--- src/rtl/bcd_right_shift_seq.sv ---
// bcd_right_shift_seq
// Sequential right shifter for packed BCD operands, one digit position per clock.
// The first shift brings a caller-supplied digit in at the MSB and every later
// shift brings in zero. The block reports the last digit shifted out, and a
// sticky flag covering the digits shifted out before that one. Together these
// give the guard/sticky information needed for decimal rounding.
//
// Ports:
//   i_clk, i_rst_n   clock (rising edge) and asynchronous active-low reset
//   i_valid/o_ready  command handshake; i_num, i_digit and i_amt are sampled on accept
//   o_valid/i_ready  result handshake; o_num, o_digit and o_sticky are held while o_valid=1
//   i_num            operand, packed BCD, digit 0 in [3:0]
//   i_digit          digit inserted at the MSB on the first shift
//   i_amt            requested shift in digits (values above NUM_DIGITS+1 act as NUM_DIGITS+1)
//   o_num            shifted result
//   o_digit          last digit shifted out (weight 10^-1 of o_num)
//   o_sticky         OR of (digit != 0) over the digits shifted out before o_digit
//
// Optional build macro BCD_RSH_DIGIT_CHECK_EN adds o_err. o_err flags a non-BCD
// nibble in i_num or i_digit at accept. Shifting is not affected by it.
module bcd_right_shift_seq #(
  parameter int NUM_DIGITS = 4,
  parameter int AMT_W      = $clog2(NUM_DIGITS + 2)
) (
  input  logic                    i_clk,
  input  logic                    i_rst_n,
  input  logic                    i_valid,
  output logic                    o_ready,
  input  logic [NUM_DIGITS*4-1:0] i_num,
  input  logic [3:0]              i_digit,
  input  logic [AMT_W-1:0]        i_amt,
  output logic                    o_valid,
  input  logic                    i_ready,
  output logic [NUM_DIGITS*4-1:0] o_num,
  output logic [3:0]              o_digit,
  output logic                    o_sticky
`ifdef BCD_RSH_DIGIT_CHECK_EN
  ,
  output logic                    o_err
`endif
);

  localparam int NW = NUM_DIGITS * 4;
  localparam logic [AMT_W-1:0] AMT_MAX = AMT_W'(NUM_DIGITS + 1);

  typedef enum logic [1:0] {
    IDLE  = 2'd0,
    SHIFT = 2'd1,
    DONE  = 2'd2
  } state_t;

  state_t           state;
  logic [NW-1:0]    sreg;
  logic [3:0]       fill;
  logic [AMT_W-1:0] cnt;
  logic [AMT_W-1:0] amt_eff;

  // True when any nibble of the operand or the fill digit is above 9.
  function automatic logic has_bad_digit(input logic [NW-1:0] num, input logic [3:0] dig);
    logic bad;
    bad = (dig > 4'd9);
    for (int k = 0; k < NUM_DIGITS; k++) begin
      bad = bad | (num[k*4 +: 4] > 4'd9);
    end
    return bad;
  endfunction

  // Shifting more than NUM_DIGITS+1 places only moves zeros, so clamp the count.
  always_comb begin
    if (i_amt > AMT_MAX) begin
      amt_eff = AMT_MAX;
    end else begin
      amt_eff = i_amt;
    end
  end

  assign o_num = sreg;

  // Control FSM and datapath. All outputs are registered.
  always_ff @(posedge i_clk or negedge i_rst_n) begin
    if (!i_rst_n) begin
      state    <= IDLE;
      sreg     <= '0;
      fill     <= 4'd0;
      cnt      <= '0;
      o_digit  <= 4'd0;
      o_sticky <= 1'b0;
      o_valid  <= 1'b0;
      o_ready  <= 1'b1;
`ifdef BCD_RSH_DIGIT_CHECK_EN
      o_err    <= 1'b0;
`endif
    end else begin
      case (state)
        IDLE: begin
          if (i_valid) begin
            sreg     <= i_num;
            fill     <= i_digit;
            cnt      <= amt_eff;
            o_digit  <= 4'd0;
            o_sticky <= 1'b0;
            o_ready  <= 1'b0;
`ifdef BCD_RSH_DIGIT_CHECK_EN
            o_err    <= has_bad_digit(i_num, i_digit);
`endif
            // A zero-shift command still spends one cycle in DONE before
            // o_valid rises, so every command has a latency of at least one cycle.
            state <= (amt_eff == '0) ? DONE : SHIFT;
          end else begin
            o_ready <= 1'b1;
          end
        end
        SHIFT: begin
          o_sticky <= o_sticky | (o_digit != 4'd0);
          o_digit  <= sreg[3:0];
          sreg     <= {fill, sreg[NW-1:4]};
          fill     <= 4'd0;  // only the first shift inserts the caller's digit
          cnt      <= cnt - AMT_W'(1);
          if (cnt == AMT_W'(1)) begin
            state   <= DONE;
            o_valid <= 1'b1;
          end else begin
            state <= SHIFT;
          end
        end
        DONE: begin
          if (o_valid && i_ready) begin
            o_valid <= 1'b0;
            o_ready <= 1'b1;
            state   <= IDLE;
          end else begin
            o_valid <= 1'b1;
          end
        end
        default: begin
          state   <= IDLE;
          o_valid <= 1'b0;
          o_ready <= 1'b1;
        end
      endcase
    end
  end

`ifndef BCD_RSH_DIGIT_CHECK_EN
  // The check helper is only used when the digit check is built in.
  logic unused_chk;
  assign unused_chk = has_bad_digit(sreg, fill);
`endif

endmodule

--- config.mk ---
export PLATFORM = sky130hd
export DESIGN_NAME = bcd_right_shift_seq
export DESIGN_NICKNAME = d
export VERILOG_FILES = /design/src/rtl/bcd_right_shift_seq.sv
export SDC_FILE = /design/constraint.sdc
export NUM_CORES = 1
export LEC_CHECK = 0
export ABC_CLOCK_PERIOD_IN_PS = 1800
export CORE_AREA = 8 8 69 71
export CTS_CLUSTER_DIAMETER = 60
export CTS_CLUSTER_SIZE = 8
export DETAILED_ROUTE_END_ITERATION = 7
export DIE_AREA = 0 0 77 79
export GPL_ROUTABILITY_DRIVEN = 0
export PLACE_DENSITY = 0.79
export SYNTH_ARGS = -nofsm -noshare
export SYNTH_HDL_FRONTEND = slang
export SYNTH_SLANG_ARGS = --single-unit
--- constraint.sdc ---
create_clock -name i_clk -period 1.8 [get_ports i_clk]
set_input_delay 0.27 -clock i_clk [delete_from_list [all_inputs] [get_ports i_clk]]
set_output_delay 0.27 -clock i_clk [all_outputs]
set_load 0.02 [all_outputs]
# After elaboration in Yosys (flattened, before gate mapping)
# Cells that the tools add are included.
# classes
muxes,22
eq_ne,6
n_bitwise,3
addsub,1
n_reduce_logical,9
magnitude_cmp,1
# op_table
operator,count
16-bit one-hot mux with 2 select lines,1
16-bit 2-to-1 mux,1
4-bit one-hot mux with 2 select lines,2
2-bit 2-to-1 mux,4
4-bit 2-to-1 mux,2
2-bit AND reduction,4
3-bit 2-to-1 mux,2
2-bit inequality test (second input constant),3
1-bit one-hot mux with 3 select lines,2
2-bit one-hot mux with 3 select lines,1
3-bit one-hot mux with 2 select lines,1
1-bit 2-to-1 mux,5
4-bit nonzero test,1
3-bit by 1-bit == test with 1-bit output (second input constant),1
3-bit greater-than comparator (second input constant),1
3-bit logical NOT,1
3-bit by 1-bit subtractor with 3-bit output (second input constant),1
2-bit by 1-bit == test with 1-bit output (second input constant),1
2-bit == test (second input constant),1
2-bit logical NOT,1
1-bit inverter,2
1-bit one-hot mux with 2 select lines,1
2-bit nonzero test,1
1-bit logical AND,1
1-bit OR,1
# totals
ff_bits,32
output_inout_bits,23

# Depth between registers and ports, before layout
# logic_depth
ltp_word,6
depth_mapped,7
ltp_nobuf,5

# Least setup slack after synthesis
# Ideal clock, no wire load.
# synth_timing
kind,register -> register
from,reg cnt[1]
to,reg o_valid
slack_ps,339
synth_period_minus_slack_ps,1461
arrival_ps,1335
path_stages_with_launch,6
required_time_ps,1674
cell_sequence,dfrtp_1 -> inv_1 -> ha_1 -> nor2b_1 -> mux2_2 -> a221o_1
# synth_via
elab_chain_len,3
# synth_lines
item,line_no,rtl
"start, declared",55,logic [AMT_W-1:0] cnt;
"start signal, assigned",99,cnt <= amt_eff;
"start signal, assigned",118,cnt <= cnt - AMT_W'(1);
3-bit by 1-bit == test with 1-bit output,119,if (cnt == AMT_W'(1)) begin
2-bit inequality test (no line),n/a,
2-bit AND reduction (no line),n/a,
"end signal, assigned",121,o_valid <= 1'b1;
"end signal, assigned",128,o_valid <= 1'b0;
"end signal, assigned",132,o_valid <= 1'b1;
"end, declared",32,"output logic o_valid,"
# Every way passes these cells.
# A chain may end at the register's enable or synchronous reset.

# Final worst setup path
# layout_timing
from,reg o_ready
to,out o_ready
# layout_rtl
item,line_no,rtl
"start, declared",28,"output logic o_ready,"
"start signal, assigned",89,o_ready <= 1'b1;
"start signal, assigned",102,o_ready <= 1'b0;
"start signal, assigned",110,o_ready <= 1'b1;
# No word-level cell between the ends.

==> reports/qor.csv <==
metric,value,unit
result of the run,"complete, no violations",
layout cell share with drive strength beyond 1,0.0939,
post-DP HPWL,2.92,mm
worst path arrival time,1410,ps
final non-filler cell total,263,
cell taking the most area after synthesis,sky130_fd_sc_hd__dfrtp_1,
Placed Instances,255,
height of the die,79,um
number of buffers inserted by port buffering,49,
worst setup path class,reg -> out,
dominant cells by area after synthesis,"sky130_fd_sc_hd__dfrtp_1, sky130_fd_sc_hd__mux2i_1, sky130_fd_sc_hd__nand2_1, sky130_fd_sc_hd__o21ai_0, sky130_fd_sc_hd__ha_1",
maximum frequency from static timing analysis,595,MHz
synthesized-area fraction occupied by and/or/nand/nor cells,0.128,
sequential cell area fraction in the yosys report,0.485,
power density over the cells,1870,nW/um2
CTS Root Cell,sky130_fd_sc_hd__clkbuf_8,
Resized Gates After CTS,0,
worst hold slack across all endpoints,375,ps
average detailed-routed wire length per instance,15.2,um
crit-path cells,clkdlybuf4s50_1,
setup tns final,0,ps
crit-path max FO,2,
number of enable flip-flop cells after synthesis,0,
Max rail drop VDD,837,uV
placed inst area,2210,um2
Antenna Cells,0,
DRC Markers,0,
Reg2Reg Depth,5,
slew of the pin with the lowest slew margin,402,ps
"Area growth, synth to finish",39.2,%
setup violators final,0,
antenna violation net count after detailed routing,0,
"Clk pin slew, worst setup/hold paths",70,ps
num ports,50,
final hold violation count,0,
final worst clock skew,7.11,ps
starting density of the core,0.435,
endpoint class of the critical path,primary output,
pin count of the biggest net entering global routing,38,
reg2reg end,o_digit[0]$_DFFE_PN0P_,
slowest cell on the critical path,sky130_fd_sc_hd__clkdlybuf4s50_1,
Starting DRT DRC Count,98,
CTS tree,done,
adder and majority cell fraction of the synthesized area,0.0379,
number of buffers inserted by post-CTS setup repair,0,
dominant combinational cell family by area after synthesis,compound AO/OA/AOI/OAI gates,
total count of max-transition violations in the final report,0,
number of global-route vias before repair,1494,
Leak,0.987,nW
number of nets in the synthesized netlist,193,
RSZ-0062 raised after global routing,false,
length of the first detailed-routing pass in iterations,4,
slack of the critical path,120,ps
Syn. warnings,0,
worst reg2reg path startpoint,state[0]$_DFFE_PN0P_,
XOR/XNOR share of the synthesized area,0,
post-synthesis compound-gate area fraction,0.164,
setup slack on the worst flop-to-flop path,170,ps
floorplan row count,23,
Top Family by Delay on Critical Path,buffers and inverters,
die width,77,um
"Avg Cell Area, Syn",10.3,um2
CP Data Required Time,1530,ps
total CTS buffers,5,
post-placement setup slack,109,ps
share of cell area taken by muxes after synthesis,0.124,
Unique masters post-synth,33,
antenna violations before repair,0,
leading register cell type out of synthesis,sky130_fd_sc_hd__dfrtp_1,
grt total ovfl,0,
register bit count reported by yosys,32,
final net count,244,
worst path buffer plus inverter count,1,
overall routed net length,4.01,mm
Avg Vias per Cell,5.25,
Netlist Area Pre-Place,1650,um2
top cell type's share of synthesized area,0.469,
max_slew headroom,0.732,
Period minus WS final,1680,ps
clock sink count,32,
placeable core area,3800,um2
die footprint,6080,um2
class of the worst hold path,in -> async,
Global Route Usage Sum,0.141,
share of synthesized flip-flops with an asynchronous set or reset,1.00,
stage delay of the slowest cell on the critical path,590,ps
global-route wire length before repair,6.86,mm
Clock Latency Late Sink,290,ps
number of vias in the routed layout,1381,
crit share post-route,0.934,
hold_buf cts,0,
number of fill cells in the layout,338,
Final Cell Area,2300,um2
CTS H-tree lvls,2,
post-synthesis cell count,161,
Worst setup SP type,flop,
Longest Clk Path Bufs,2,
max-cap viol count,0,
cell usage after synthesis (all sizes together) (2+ instances only):
cell	count
dfrtp	31
nand2	23
o21ai	20
mux2i	17
buf	10
nor2b	7
a21oi	6
inv	6
a31oi	5
ha	5
a32o	4
nor2	4
nand3	3
a221oi	2
clkbuf	2
mux2	2
nand2b	2
nand4b	2
area by class of cell:
| type | count | area (um2) | area share |
|---|---|---|---|
| clock buffer | 8 | 90.1 | 0.0392 |
| timing repair buffer | 56 | 568 | 0.247 |
| multi-input combinational | 111 | 756 | 0.328 |
| inverter | 6 | 22.5 | 0.00979 |
| tap | 50 | 62.6 | 0.0272 |
| sequential | 32 | 802 | 0.349 |
cell families after synthesis:
| logic type | Yosys count |
|---|---|
| AO/OA/AOI/OAI | 43 |
| adder cells (fa/ha/maj) | 5 |
| buffers and inverters | 18 |
| flip-flops | 32 |
| multiplexers | 19 |
| AND/OR/NAND/NOR | 44 |
stage by stage:
| step | utilization | power (mW) |
|---|---|---|
| after global placement | 0.581 | 3.69 |
| final | 0.606 | 4.30 |
| after global routing | 0.606 | 4.64 |
| after detailed placement | 0.581 | 3.74 |
| after floorplan | - | 2.88 |
| after CTS | 0.605 | 4.34 |
registers in the layout (all words and copies together), names as in the netlist:
register / cells
o_valid: 1
o_sticky: 1
o_ready: 1
cnt: 3
state: 2
o_digit: 4
o_num: 16
fill: 4
layout by cell type, fill, tap and decap left out:
cell,synthesis,routed
sky130_fd_sc_hd__a21bo_2,1,1
sky130_fd_sc_hd__a21boi_0,1,1
sky130_fd_sc_hd__a21oi_1,6,6
sky130_fd_sc_hd__a221o_1,1,1
sky130_fd_sc_hd__a221oi_1,2,2
sky130_fd_sc_hd__a2bb2oi_1,1,1
sky130_fd_sc_hd__a31oi_1,5,5
sky130_fd_sc_hd__a32o_1,4,4
sky130_fd_sc_hd__buf_12,0,2
sky130_fd_sc_hd__buf_4,5,5
sky130_fd_sc_hd__clkbuf_1,1,2
sky130_fd_sc_hd__clkbuf_8,0,6
sky130_fd_sc_hd__clkdlybuf4s50_1,0,49
sky130_fd_sc_hd__dfrtp_1,31,31
sky130_fd_sc_hd__dfstp_2,1,1
sky130_fd_sc_hd__ha_1,5,3
sky130_fd_sc_hd__ha_2,0,2
sky130_fd_sc_hd__inv_1,6,6
sky130_fd_sc_hd__mux2_2,2,2
sky130_fd_sc_hd__mux2i_1,16,16
sky130_fd_sc_hd__mux2i_4,1,1
sky130_fd_sc_hd__nand2_1,23,23
sky130_fd_sc_hd__nand2b_1,2,2
sky130_fd_sc_hd__nand3_1,3,3
sky130_fd_sc_hd__nand4b_1,2,2
sky130_fd_sc_hd__nor2_1,4,4
sky130_fd_sc_hd__nor2b_1,7,7
sky130_fd_sc_hd__nor3b_1,1,1
sky130_fd_sc_hd__o21ai_0,17,17
sky130_fd_sc_hd__o21ai_1,3,3
sky130_fd_sc_hd__o31ai_1,1,1
sky130_fd_sc_hd__o41ai_1,1,1
sky130_fd_sc_hd__or3_1,1,1
sky130_fd_sc_hd__or4_1,1,1
worst max-delay path by stage:
stage / startpoint / to / slack (ps) / cells past startpoint
after global routing: o_ready$_DFFE_PN1N_ / o_ready / 70 / 1
after detailed placement: i_valid / state[0]$_DFFE_PN0P_ / 110 / 4
final: o_ready$_DFFE_PN1N_ / o_ready / 120 / 1
after floorplan: cnt[1]$_DFFE_PN0P_ / o_valid$_DFFE_PN0P_ / 340 / 5
after CTS: state[0]$_DFFE_PN0P_ / o_digit[0]$_DFFE_PN0P_ / 100 / 5
after global placement: i_valid / state[0]$_DFFE_PN0P_ / 110 / 4
worst register-to-register path, stage by stage, from the launching register on:
cell                       delay [ps]
sky130_fd_sc_hd__dfrtp_1          410
sky130_fd_sc_hd__inv_1            100
sky130_fd_sc_hd__ha_2             290
sky130_fd_sc_hd__buf_12           160
sky130_fd_sc_hd__nand2b_1         220
sky130_fd_sc_hd__a32o_1           340
where the power goes:
group / internal (mW) / switching [mW] / leakage, nW / total (mW)
clock network: 0.312 / 0.265 / 0.0455 / 0.576
logic: 1.17 / 1.23 / 0.539 / 2.40
registers: 1.07 / 0.260 / 0.403 / 1.33
total: 2.55 / 1.76 / 0.987 / 4.30
metal layers:
metal / up-vias / share of wire / wire length [um] / global-route usage
met1: 660 / 0.44 / 1750 / 0.153
met4: 0 / 0.017 / 68 / 0.0755
li1: 668 / - / - / -
met5: - / 0 / 0 / 0
met3: 6 / 0.059 / 238 / 0.0519
met2: 47 / 0.49 / 1950 / 0.238
No activity file was read; power rests on OpenSTA's default activity.
